**src/rtl/ark_stage.sv**
```systemverilog
// ark_stage: registered AES AddRoundKey stage behind MixColumns, with a 2-entry skid buffer.
// Ports: clk/rst (async active-high); in_valid/in_ready upstream handshake carrying
// in_mixed, in_unmixed, in_key, in_round; out_valid/out_ready downstream handshake
// carrying out_data (state ^ key), out_round, out_last (round == NR); err sticky
// round-sequence error.
// Optional feature: define ARK_ROUND_CHECK_EN to build the expected-round checker;
// otherwise err is tied to 0.
module ark_stage #(
   parameter int NR = 10,
   parameter int RW = 4
) (
   input  logic          clk,
   input  logic          rst,
   input  logic          in_valid,
   output logic          in_ready,
   input  logic [127:0]  in_mixed,
   input  logic [127:0]  in_unmixed,
   input  logic [127:0]  in_key,
   input  logic [RW-1:0] in_round,
   output logic          out_valid,
   input  logic          out_ready,
   output logic [127:0]  out_data,
   output logic [RW-1:0] out_round,
   output logic          out_last,
   output logic          err
);
   typedef enum logic [1:0] {S_EMPTY, S_ONE, S_TWO} state_t;
   state_t r_state, w_state_nxt;
   logic [127:0] r_main_data, r_skid_data, w_res;
   logic [RW-1:0] r_main_round, r_skid_round;
   logic r_in_ready, w_in_fire, w_out_fire, w_load_main, w_load_skid, w_shift;
   // First and last rounds bypass MixColumns; rounds beyond NR are treated as mixed.
   assign w_res = ((in_round == '0 || in_round == RW'(NR)) ? in_unmixed : in_mixed) ^ in_key;
   assign w_in_fire = in_valid & r_in_ready;
   assign w_out_fire = out_valid & out_ready;
   assign w_shift = (r_state == S_TWO) & w_out_fire;
   assign w_load_main = w_in_fire & ((r_state == S_EMPTY) | w_out_fire);
   assign w_load_skid = w_in_fire & (r_state == S_ONE) & ~w_out_fire;
   always_comb begin
      w_state_nxt = r_state;
      unique case (r_state)
         S_EMPTY: w_state_nxt = w_in_fire ? S_ONE : S_EMPTY;
         S_ONE:   w_state_nxt = (w_in_fire & ~w_out_fire) ? S_TWO :
                                (~w_in_fire & w_out_fire) ? S_EMPTY : S_ONE;
         S_TWO:   w_state_nxt = w_out_fire ? S_ONE : S_TWO;
         default: w_state_nxt = S_EMPTY;
      endcase
   end
   // in_ready is registered from the next occupancy, so out_ready never reaches it combinationally.
   always_ff @(posedge clk or posedge rst) begin
      if (rst) begin
         r_state      <= S_EMPTY;
         r_in_ready   <= 1'b0;
         r_main_data  <= '0;
         r_main_round <= '0;
         r_skid_data  <= '0;
         r_skid_round <= '0;
      end else begin
         r_state    <= w_state_nxt;
         r_in_ready <= (w_state_nxt != S_TWO);
         if (w_shift) begin
            r_main_data  <= r_skid_data;
            r_main_round <= r_skid_round;
         end else if (w_load_main) begin
            r_main_data  <= w_res;
            r_main_round <= in_round;
         end
         if (w_load_skid) begin
            r_skid_data  <= w_res;
            r_skid_round <= in_round;
         end
      end
   end
   assign in_ready  = r_in_ready;
   assign out_valid = (r_state != S_EMPTY);
   assign out_data  = r_main_data;
   assign out_round = r_main_round;
   assign out_last  = (r_main_round == RW'(NR));
`ifdef ARK_ROUND_CHECK_EN
   logic [RW-1:0] r_exp;
   logic r_err;
   // The counter follows in_round on every beat, so a mismatch resynchronises it.
   always_ff @(posedge clk or posedge rst) begin
      if (rst) begin
         r_exp <= '0;
         r_err <= 1'b0;
      end else if (w_in_fire) begin
         r_err <= r_err | (in_round != r_exp);
         r_exp <= (in_round == RW'(NR)) ? '0 : in_round + 1'b1;
      end
   end
   assign err = r_err;
`else
   assign err = 1'b0;
`endif
endmodule

```
**config.mk**
```make
export PLATFORM = sky130hd
export DESIGN_NAME = ark_stage
export DESIGN_NICKNAME = d
export VERILOG_FILES = /design/src/rtl/ark_stage.sv
export SDC_FILE = /design/constraint.sdc
export NUM_CORES = 1
export LEC_CHECK = 0
export ABC_AREA = 1
export CAP_MARGIN = 20
export CORE_MARGIN = 2
export CORE_UTILIZATION = 30
export CTS_CLUSTER_DIAMETER = 80
export DETAILED_ROUTE_END_ITERATION = 12
export MAX_ROUTING_LAYER = met4
export PLACE_DENSITY = 0.55
export SYNTH_ARGS = -nofsm -noshare
export SYNTH_HDL_FRONTEND = slang
export SYNTH_SLANG_ARGS = --single-unit
```
**constraint.sdc**
```tcl
create_clock -name clk -period 13.05 [get_ports clk]
set_clock_uncertainty 0.15 [all_clocks]
set_input_delay 2.61 -clock clk [delete_from_list [all_inputs] [get_ports clk]]
set_output_delay 2.61 -clock clk [all_outputs]
set_load 0.02 [all_outputs]
```
-- After elaboration in Yosys (flattened, before gate mapping)
Index checks and enable logic that the tools add are counted.
- register bits: 267
- memories kept: 0
- input port bits: 392
- output and inout bits: 136
- memory bits (read-only): 0
- bits in writable memories: 0
- bits in latches: 0
- logic and storage cells: 38
- mux-type cells: 10
- bitwise gates (word level): 12
- add/subtract/negate cells: 0
- divide/modulo/power cells: 0
- reductions and logical operators: 5
- shift operators: 0
- equal/unequal tests: 5
- $lt $le $gt $ge: 0
- $mul: 0
- operators by type and width (cell ; number):
    128-bit 2-to-1 mux ; 3
    128-bit XOR ; 1
    1-bit bitwise AND ; 8
    4-bit == test (second input constant) ; 2
    4-bit 2-to-1 mux ; 2
    2-bit case mux with 3 select lines ; 1
    4-bit logical NOT ; 1
    2-bit 2-to-1 mux ; 2
    2-bit nonzero test ; 2
    2-bit by 1-bit == test with 1-bit output (second input constant) ; 1
    2-bit == test (second input constant) ; 1
    2-bit logical NOT ; 1
    1-bit 2-to-1 mux ; 2
    2-bit != test (second input constant) ; 1
    1-bit NOT ; 2
    1-bit logical OR ; 1
    1-bit OR ; 1

-- Depth between registers and ports, before layout
- word-level depth: 7
- gate-level depth with buffers: 11
- depth with buffers taken out: 9

-- Worst setup path after synthesis
OpenSTA, ideal clock, no wires.
- kind: register to output
- start: register r_main_round[0] (netlist: out_round[0])
- end: output port out_last
- cell stages (with the launch flop): 2
- path buffers: 0
- data required time: 10.290 ns
- path slack: 9.091 ns
- arrival: 1.199 ns
- path through: dfrtp_1 nor4_1
- longest elaborated chain between the ends: 1
- ends and longest elaborated chain (element ; RTL line ; source):
    start, declared ; 30 ; logic [RW-1:0] r_main_round, r_skid_round;
    start signal, assigned ; 63 ; r_main_round <= r_skid_round;
    start signal, assigned ; 66 ; r_main_round <= in_round;
    4-bit == test ; 78 ; assign out_last = (r_main_round == RW'(NR));
    end, declared ; 24 ; output logic out_last,
No other way between the ends.

-- Final worst setup path
- start: input port in_round[0]
- end: register r_main_data[32] (netlist: out_data[32])
- longest elaborated chain between the ends: 6
- elaborated cells on any way between the ends: 7
- those cells by class: eq/ne: 1; mux: 3; bitwise: 1; reduce/logical: 2
- ends and longest elaborated chain (element ; RTL line ; source):
    start, declared ; 19 ; input logic [RW-1:0] in_round,
    4-bit == test / 4-bit logical NOT (equally long branches) ; 33 ; assign w_res = ((in_round == '0 || in_round == RW'(NR)) ? in_unmixed : in_mixed) ^ in_key;
    1-bit logical OR (*) ; 33 ;
    128-bit 2-to-1 mux (*) ; 33 ;
    128-bit XOR (*) ; 33 ;
    128-bit 2-to-1 mux (*) ; 64 ; end else if (w_load_main) begin
    128-bit 2-to-1 mux (*) ; 61 ; if (w_shift) begin
    end signal, assigned ; 62 ; r_main_data <= r_skid_data;
    end signal, assigned ; 65 ; r_main_data <= w_res;
    end, declared ; 29 ; logic [127:0] r_main_data, r_skid_data, w_res;
Mark *: on every way between the ends. The rest lies on a longest branch, timed or not. The select of a mux whose other input is x is not followed.
A chain may end at the register's enable or synchronous reset.

==> reports/qor.txt <==
status: complete, no violations
Post-DRT Antenna Nets: 0
clock tree buffer depth: 3
core area: 0.0554 mm2
gr usage total: 21.7%
Slew Viols, Final: 0
IO Pins: 528
number of clock sinks: 267
routed vias: 18200
list of most frequent post-synthesis cells: 1229 x nand2_1, 428 x inv_1, 267 x dfrtp_1
Final Core Density: 43.1%
count of non-filler cells in the finished layout: 3962
H-tree depth: 2
dpl hpwl: 42400 um
Comb pwr share: 43.8%
Setup WS post-layout: 7510 ps
initial core utilization: 30.5%
CTS resizes: 0
crit-path max cell delay: 570 ps
Peak VDD IR: 0.000208 V
period utilization: 42.4%
Synth Net Count: 3130
Cells after DPL: 3885
multi-input combinational cell area: 0.00795 mm2
Skew-Pair Late Insertion Delay: 530 ps
die span in y: 241 um
unique cell type count in the Yosys netlist: 22
family with the most delay on the worst path: buffers and inverters
Synth area leaders: dfrtp_1 40%, nand2_1 27%, inv_1 9.5%, nand3_1 7.7%, nand4_1 4.8%
share of layout cells above drive strength 1: 2.59%
smallest hold slack: 325 ps
EDFF count, synth: 0
crit start category: input port
sequential share of power: 32.7%
crit path time final: 5540 ps
Critical-path top delay cell: nand3_4
CTS Buf Count: 35
Layout Nets: 3567
Top FF cell, synth: dfrtp_1
min-delay worst type: flop to flop
NetSw: 1.71 mW
DP Area: 0.0227 mm2
final setup violating endpoints: 0
Routed WL per cell: 15.7 um
FP Rows: 86
Worst-Margin Slew: 1140 ps
Hold Buf Count CTS: 0
Area Overhead vs Synth: 41.5%
Seq cells post-synth: 267
Pwr Density: 181 mW/mm2
post-synth top area cell: dfrtp_1
Post-Route Setup TNS: 0 ps
routability cong.: 0.884
Fin. Hold Viols: 0
worst hold start: r_skid_round[2]
yosys warns: 0
Worst Setup End Kind: flop
area of the mapped netlist: 0.0169 mm2
CP Class: input port to flop
worst r2r src: r_state[1]
cell count after synthesis: 2737
Post-CTS Setup Repair Bufs: 0
Fmax: 181 MHz
storage element area: 0.00668 mm2
top-count cell post-synth: nand2_1
number of global-route vias before repair: 17900
crit path cell chain: clkdlybuf4s50_1 > nor2_4 > buf_12 > nand3_4 > buf_4 > buf_16 > nand2_1 > nand2_1 > nand2_1 > nand3_1 > nand2_1 > nand2_1
CP bufs+invs: 4
Worst Path Required: 13310 ps
Power Total: 4.34 mW
Clk pin slew, worst setup/hold paths: 60 ps
Die X: 241 um
post-synth top area share: 39.5%
relative slew slack: 24.0%
reg2reg path depth: 8
syn avg cell area: 6.18 um2
max cap viols: 0
Sw Ratio: 39.4%
fillcell total: 5735
DR pass1 iterations: 5
initial DRC count: 950
largest net degree at the start of global routing: 228
grt total ovfl: 0
first-pass GRT wire length: 96900 um
CP Max Fanout: 129
Hold Crit Depth: 2
clk root buf: clkbuf_16
PortBufs: 526
cell area after layout: 0.0239 mm2
sequential element share of the synthesized area: 39.5%
ys async rst share: 100%
Worst setup startpoint: in_round[0]
worst slack, placed: 6910 ps
Int Power: 2.63 mW
Residual DRC: 0
WP data arrival: 5800 ps
total leakage power: 13.7 nW
Crit path depth: 12
initial antenna violation count: 14
CTS tree: done
final WL: 62300 um
RSZ-0062 raised after global routing: false
critical path's most frequent cell: nand2_1
die area: 0.0583 mm2
Clock Power Share: 23.4%
DR vias/cell: 4.59
-- registers in the layout, indices dropped and copies added, names as in the netlist --
signal and cells:
r_state 2, out_data 128, in_ready 1, out_round 4, r_skid_data 128, r_skid_round 4
-- cell type report --
cell class | count | area share [%]
inverter | 432 | 6.84
clock buffer | 51 | 4.34
clock inverter | 12 | 0.727
antenna | 14 | 0.147
timing repair buffer | 542 | 22.8
sequential | 267 | 27.9
multi-input combinational | 1896 | 33.2
tap | 748 | 3.91
-- final timing paths --
kind                                        end  slack, ps
max in group asynchronous         out_data[119]       8180
worst min-delay path            r_skid_round[2]        330
worst max register to register     out_round[1]       9720
min in group asynchronous          out_data[48]       2380
worst min register to register  r_skid_round[2]        330
worst max-delay path               out_data[32]       7510
-- power groups by stage --
| stage | sequential, mW | clock, mW | combinational [mW] |
|---|---|---|---|
| 5_1_grt | 1.47 | 1.09 | 2.11 |
| 3_5_place_dp | 1.43 | 0 | 1.92 |
| 4_1_cts | 1.42 | 1.05 | 1.93 |
| 2_1_floorplan | 1.63 | 0 | 0.872 |
| 3_3_place_gp | 1.42 | 0 | 1.89 |
| 6_report | 1.42 | 1.02 | 1.90 |
-- cells in the final DEF, fill, tap and decap left out, types with 2 or more instances in the layout --
cell	count
diode_2	14
buf_12	3
clkbuf_8	6
clkdlybuf4s50_1	526
bufinv_16	4
o22ai_1	2
clkbuf_16	37
inv_2	2
nand4_1	129
o21ai_0	13
nor2_1	191
nand3_1	258
a21oi_1	39
buf_16	2
o21ai_1	27
clkinv_2	5
nor2_4	2
nand2_4	2
dfrtp_1	267
clkbuf_1	8
nand2_1	1227
inv_1	427
clkinv_4	3
buf_4	11
-- metal layers --
metal	global-route usage, %	vias to the layer above	routed length (um)
li1	-	9222	-
met1	26.1	8389	26800
met2	35.8	456	29900
met3	3.58	111	3370
met4	9.35	0	2200
met5	-	-	0
-- cells by family (layout without fill, tap and decap cells) --
kind of cell / count (synthesis) / after routing / synth area share (%)
simple gates: 1812 / 1812 / 44.2
other cells: 1 / 15 / 0.0222
fa+ha+maj: 1 / 1 / 0.0740
flops: 267 / 267 / 39.5
buf+inv: 574 / 1037 / 13.7
compound gates: 82 / 82 / 2.51
-- tightest hold or removal path: stages (launching register included) --
cell and delay (ps):
dfrtp_1 340, nand2_1 60, nand2_1 50
Power figures use the tool's default switching activity.
